**src/rtl/parking_exit_gate.sv**
```systemverilog
// rtl/parking_exit_gate.sv - exit barrier controller owning lot occupancy and free-space display
module parking_exit_gate #(
  parameter int         CAPACITY    = 20,
  parameter int         WAIT_CYCLES = 3,
  parameter logic [1:0] EXIT_CODE_1 = 2'b01,
  parameter logic [1:0] EXIT_CODE_2 = 2'b10
) (
  input  logic       clk,
  input  logic       reset_n,
  input  logic       sensor_exit,
  input  logic       car_entered,
  input  logic [1:0] exit_code_1,
  input  logic [1:0] exit_code_2,
  output logic       GREEN_LED,
  output logic       RED_LED,
  output logic [6:0] HEX_1,
  output logic [6:0] HEX_2,
  output logic       car_left,
  output logic       lot_full
);

  localparam int OW = $clog2(CAPACITY + 1);
  localparam int WW = $clog2(WAIT_CYCLES + 1);
  localparam logic [3:0] CAP_TENS  = 4'(CAPACITY / 10);
  localparam logic [3:0] CAP_UNITS = 4'(CAPACITY % 10);

  typedef enum logic [1:0] {IDLE, WAIT_CODE, WRONG_CODE, OPEN} state_t;

  function automatic logic [6:0] seg7(input logic [3:0] d);
    case (d)
      4'd0:    seg7 = 7'b1000000;
      4'd1:    seg7 = 7'b1111001;
      4'd2:    seg7 = 7'b0100100;
      4'd3:    seg7 = 7'b0110000;
      4'd4:    seg7 = 7'b0011001;
      4'd5:    seg7 = 7'b0010010;
      4'd6:    seg7 = 7'b0000010;
      4'd7:    seg7 = 7'b1111000;
      4'd8:    seg7 = 7'b0000000;
      4'd9:    seg7 = 7'b0010000;
      default: seg7 = 7'b1111111;
    endcase
  endfunction

  state_t        state_q, state_d;
  logic [WW-1:0] wait_cnt_q, wait_cnt_d;
  logic [OW-1:0] occ_q, occ_d;
  logic          green_q, green_d, red_q, red_d, car_left_q, car_left_d, lot_full_q;
  logic [6:0]    hex1_q, hex2_q;
  logic          match_w, inc_w, dec_w;
  logic [6:0]    free_w, tens_w, units_w;

  assign match_w = (exit_code_1 == EXIT_CODE_1) && (exit_code_2 == EXIT_CODE_2);

  always_comb begin
    state_d    = state_q;
    wait_cnt_d = wait_cnt_q;
    green_d    = 1'b0;
    red_d      = 1'b0;
    car_left_d = 1'b0;
    dec_w      = 1'b0;
    case (state_q)
      IDLE: begin
        if (sensor_exit && (occ_q != '0)) begin
          state_d    = WAIT_CODE;
          wait_cnt_d = '0;
          red_d      = 1'b1;
        end
      end
      WAIT_CODE: begin
        red_d = 1'b1;
        if (!sensor_exit) begin
          state_d = IDLE;
          red_d   = 1'b0;
        end else if (wait_cnt_q == WW'(WAIT_CYCLES - 1)) begin
          state_d = match_w ? OPEN : WRONG_CODE;
          green_d = match_w;
          red_d   = !match_w;
        end else begin
          wait_cnt_d = wait_cnt_q + 1'b1;
        end
      end
      WRONG_CODE: begin
        if (!sensor_exit) begin
          state_d = IDLE;
        end else if (match_w) begin
          state_d = OPEN;
          green_d = 1'b1;
        end else begin
          red_d = !red_q;
        end
      end
      OPEN: begin
        green_d = 1'b1;
        if (!sensor_exit) begin
          state_d    = IDLE;
          green_d    = 1'b0;
          car_left_d = 1'b1;
          dec_w      = 1'b1;
        end
      end
      default: state_d = IDLE;
    endcase
  end

  // A pulse arriving while full is dropped, even if a car leaves that same cycle.
  always_comb begin
    inc_w = car_entered && (occ_q != OW'(CAPACITY));
    occ_d = occ_q;
    if (inc_w && !dec_w)      occ_d = occ_q + 1'b1;
    else if (dec_w && !inc_w) occ_d = occ_q - 1'b1;
    free_w  = 7'(CAPACITY) - 7'(occ_q);
    tens_w  = free_w / 7'd10;
    units_w = free_w % 7'd10;
  end

  always_ff @(posedge clk or negedge reset_n) begin
    if (!reset_n) begin
      state_q    <= IDLE;
      wait_cnt_q <= '0;
      occ_q      <= '0;
      green_q    <= 1'b0;
      red_q      <= 1'b0;
      car_left_q <= 1'b0;
      lot_full_q <= 1'b0;
      hex1_q     <= seg7(CAP_TENS);
      hex2_q     <= seg7(CAP_UNITS);
    end else begin
      state_q    <= state_d;
      wait_cnt_q <= wait_cnt_d;
      occ_q      <= occ_d;
      green_q    <= green_d;
      red_q      <= red_d;
      car_left_q <= car_left_d;
      lot_full_q <= (occ_d == OW'(CAPACITY));
      hex1_q     <= seg7(tens_w[3:0]);
      hex2_q     <= seg7(units_w[3:0]);
    end
  end

  assign GREEN_LED = green_q;
  assign RED_LED   = red_q;
  assign car_left  = car_left_q;
  assign lot_full  = lot_full_q;
  assign HEX_1     = hex1_q;
  assign HEX_2     = hex2_q;

endmodule
```
**config.mk**
```make
export PLATFORM = sky130hd
export DESIGN_NAME = parking_exit_gate
export DESIGN_NICKNAME = d
export VERILOG_FILES = /design/src/rtl/parking_exit_gate.sv
export SDC_FILE = /design/constraint.sdc
export NUM_CORES = 1
export LEC_CHECK = 0
export ABC_AREA = 1
export ABC_CLOCK_PERIOD_IN_PS = 3270
export CORE_MARGIN = 2
export CORE_UTILIZATION = 54
export CTS_BUF_LIST = sky130_fd_sc_hd__clkbuf_16
export DETAILED_ROUTE_END_ITERATION = 10
export PLACE_DENSITY = 0.78
export SLEW_MARGIN = 5
export SYNTH_ARGS = -nofsm -noshare
export SYNTH_HDL_FRONTEND = slang
export SYNTH_SLANG_ARGS = --single-unit
export TNS_END_PERCENT = 50
```
**constraint.sdc**
```tcl
create_clock -name clk -period 3.27 [get_ports clk]
set_clock_uncertainty 0.2 [all_clocks]
set_input_delay 0.654 -clock clk [delete_from_list [all_inputs] [get_ports clk]]
set_output_delay 0.654 -clock clk [all_outputs]
set_load 0.02 [all_outputs]
```
# ---- Word level (Yosys, flattened, before mapping)
# Memories as Yosys holds them, arrays and structs flattened. A register that Yosys moved wholly into a read port is not among the register bits.
# Index checks and enable logic that the tools add are counted.
dict set report word_totals {
  ff_bits 13
  mem_bits_ro 224
  output_inout_bits 18
  mem_count 2
}
# name words width read_ports rd_ports_with_merged_regs write_ports line
set memory_table {}
lappend memory_table {{(no name shown)} 16 7 1 1 0 30} ;# case (d)
lappend memory_table {{(no name shown)} 16 7 1 1 0 30}
dict set report op_classes {
  addsub 4
  n_div 2
  eq_ne 14
  muxes 28
  reduce_logical 16
}
# cell n
set ops {}
lappend ops {{$mux 2} 9}
lappend ops {{$mux 1} 13}
lappend ops {{$mux 5} 2}
lappend ops {{$eq 2x2->1 const B} 4}
lappend ops {{$ne 2x2->1 const B} 4}
lappend ops {{$pmux 2 s4} 1}
lappend ops {{$reduce_and 4->1} 2}
lappend ops {{$div 7x4->7 const B} 1}
lappend ops {{$mod 7x4->7 const B} 1}
lappend ops {{$logic_not 1->1} 6}
lappend ops {{$ne 3x3->1 const B} 2}
lappend ops {{$pmux 1 s3} 2}
lappend ops {{$sub 5x5->6 const A} 1}
lappend ops {{$add 5x1->5 const B} 1}
lappend ops {{$eq 5x5->1 const B} 1}
lappend ops {{$logic_and 1x1->1} 5}
lappend ops {{$ne 5x5->1 const B} 1}
lappend ops {{$reduce_bool 5->1} 1}
lappend ops {{$sub 5x1->5 const B} 1}
lappend ops {{$eq 2x1->1 const B} 2}
lappend ops {{$pmux 2 s2} 1}
lappend ops {{$add 2x1->2 const B} 1}
lappend ops {{$logic_not 2->1} 1}
lappend ops {{$reduce_bool 2->1} 1}

# ---- Longest topological paths before layout
dict set report logic_depth {
  word_depth 7
  mapped_depth 21
}

# ---- Worst setup path before layout
# OpenSTA, ideal clock, no wires.
dict set report synth_path {
  path_kind {reg2reg}
  startpoint {reg occ_q[0]}
  endpoint {reg hex2_q[3], in the netlist HEX_2[3]}
  arrival_ps 2670
  t_required_ps 2952
  path_slack_ps 283
  stages_incl_launch_ff 20
  synth_period_minus_slack_ps 2987
  path_cell_list {dfrtp_1 inv_2 ha_1 inv_1 a21oi_4 nor2_4 nand2_1 nand4_1 nand2_1 inv_1 ha_1 inv_1 a21oi_4 nand2_4 nand2_1 nand2_2 ha_1 nand3b_1 nand3_1 nand2_1}
}
dict set report synth_between {
  elab_chain_len 2
}
# item line
set synth_rtl {}
lappend synth_rtl {{start, declared} 47} ;# logic [OW-1:0] occ_q, occ_d;
lappend synth_rtl {{start signal, assigned} 121} ;# occ_q <= '0;
lappend synth_rtl {{start signal, assigned} 131} ;# occ_q <= occ_d;
lappend synth_rtl {{$sub 5x5->6} 112} ;# free_w = 7'(CAPACITY) - 7'(occ_q);
lappend synth_rtl {{$mod 7x4->7} 114} ;# units_w = free_w % 7'd10;
lappend synth_rtl {{end, declared} 49} ;# logic [6:0] hex1_q, hex2_q;
# No other way between the ends.
# A chain may end at the register's enable or synchronous reset.

# ---- Worst setup path in the final report
dict set report layout_path {
  startpoint {reg occ_q[1]}
  endpoint {reg hex2_q[3], in the netlist HEX_2[3]}
}
# Same word-level chain as after synthesis.

==> results.ini <==
[status]
status=finished clean

[synthesis]
ys_ff_latch=27
synth-seq-area-share_pct=36.9
synth_area_sq_um=1840
yosysWarnings=0
synth_area_per_cell_sq_um=7.97
synth.distinct_cells=31
synth_nets=258
syn_inst=231

[layout]
layout.cells.non_filler=313
syn_to_final_growth_pct=25.2
layout_common_cells=nand2_1, inv_1, clkdlybuf4s50_1
drive_gt1_share_pct=17.2
final_area_sq_um=2300
layout.nets=295
final_util_pct=69.6
final_common_cell=nand2_1
diodes=0

[setup_path]
crit_arrival_ns=2.99
rr_worst_depth=19
ff2ff_setup_slack_ns=0.24
end_kind=register
r2r_start=occ_q[1]
critical_path_class=reg -> reg
crit_fanout=6
start_kind=register
rr_endpoint=HEX_2[3]
required_ns=3.23
crit_start=occ_q[1]

[routing]
drt_wl_total_mm=3.64
ant_nets=0
drtIter0Drc=41
vias=1569
drc_errors=0
detail_route.vias_per_cell=5.01
wl_per_cell_um=11.6
drt_pass1_iterations=4

[cts]
hold_buffers=0
clock_latency_ns=0.26
cts.clk_slew.worst_paths_ns=0.07
cts_buffers=3
root_buffer=clkbuf_16
htreeDepth=1
cts_tree=yes
cts_buffer_depth=2
cts_sinks=27

[floorplanning]
dieArea_sq_um=3890
chipHeight_um=62.4
initial_utilization_pct=55.6
io-pin-count=26
coreArea_sq_um=3310
num_rows=21
die_w_um=62.4

[global_route]
grt_pass1_vias=1470
grt_pass1_wl_mm=6.44
grt_overflow_total=0
grt.total_usage_pct=20.3
antenna_found_initial=0
grt_max_degree=28

[timing]
period_share_pct=92.6
layout_setup_ws_ns=0.243
min_period_ns=3.03
hold_viol_final=0
setup_viol=0
slew_headroom_pct=74.3
slew_violations=0
max_freq_mhz=330
worstMarginPinSlew_ns=0.386

[worst_hold_path]
worstHoldStart=wait_cnt_q[0]
hold_end=wait_cnt_q[0]
hold_class=reg -> reg
min_delay_path_depth=1

[place]
place_area_sq_um=2160
dp_slack_ns=0.156
place.gp.congestion=0.896
dp_hpwl_mm=2.65
dp_cells=303
io_buffers=25

[job]
cap_violations=0

[flip-flops by register name (all words and copies together) (netlist names)]
signal	cells
RED_LED	1
lot_full	1
GREEN_LED	1
wait_cnt_q	2
HEX_2	7
state_q	2
car_left	1
HEX_1	7
occ_q	5
[layer usage]
metal / part of all wire, % / routed length (um) / GRT usage (%)
met2: 51 / 1840 / 34.9
met1: 46 / 1670 / 26.1
met5: 0 / 0 / 0
met4: 0.52 / 19 / 7.22
met3: 3.0 / 108 / 3.24
[stage by stage]
step / hold slack, ns / TNS (ns)
final: 0.292 / 0
after global routing: 0.335 / -0.0685
after CTS: 0.305 / 0
after detailed placement: 0.288 / 0
after global placement: 0.275 / 0
after floorplan: 0.158 / 0
[worst max-delay path: stages (launching register included)]
cell and delay, ns:
dfrtp_1 0.42, inv_2 0.08, ha_1 0.23, inv_2 0.07
a21oi_4 0.07, nor2_4 0.18, nand2_1 0.11, nand4_1 0.14
nand2_2 0.07, inv_2 0.08, ha_1 0.16, inv_1 0.08
a21oi_4 0.20, nand2_4 0.10, nand2_1 0.08, nand2_2 0.08
ha_1 0.27, nand3b_1 0.17, nand3_1 0.08, nand2_1 0.05
[final cells by class]
type                            count  area, sq um
Clock buffer                        3         75.1
Clock inverter                      1         7.51
Timing Repair Buffer               35          325
Sequential cell                    27          679
Inverter                           37          141
Multi-Input combinational cell    164         1020
Tap cell                           46         57.6
Fill cell                         271         1010
[cell usage after synthesis (all sizes together)]
cell type	n	area, sq um
a21oi	10	72.6
a31oi	1	6.26
and3	1	6.26
buf	2	16.3
clkbuf	1	3.75
dfrtp	24	601
dfstp	3	78.8
ha	19	238
inv	37	139
nand2	59	251
nand3	22	115
nand3b	3	22.5
nand4	3	25.0
nor2	19	98.8
nor3	2	10.0
o2111ai	2	17.5
o21ai	17	85.1
o21bai	1	7.51
or2	2	12.5
xor2	3	33.8
[worst max path at each step]
| stage | slack (ns) | to | depth (start not counted) |
|---|---|---|---|
| floorplan | 0.28 | HEX_2[3] | 19 |
| global placement | 0.22 | HEX_2[3] | 19 |
| detailed placement | 0.16 | HEX_2[3] | 19 |
| CTS | 0.14 | HEX_2[3] | 19 |
| global route | -0.05 | HEX_2[3] | 19 |
| finish | 0.24 | HEX_2[3] | 19 |
[timing repair]
| action | in CTS | in global routing |
|---|---|---|
| endpoints found under the setup margin | 0 | 7 |
| gates resized for setup | 0 | 7 |
| buffers inserted | 0 | 6 |
[logic make-up after synthesis]
kind of cell | synth area share [%]
AOI/OAI and AO/OA | 10.3
xor gates and xnor gates | 1.84
adders and majority gates | 12.9
buffers and inverters | 8.63
DFF | 36.9
and+or+nand+nor | 29.4
Power is left out: the tool's default activity adds up to more than one toggle a clock period on the data nets, which glitch-free logic cannot reach.
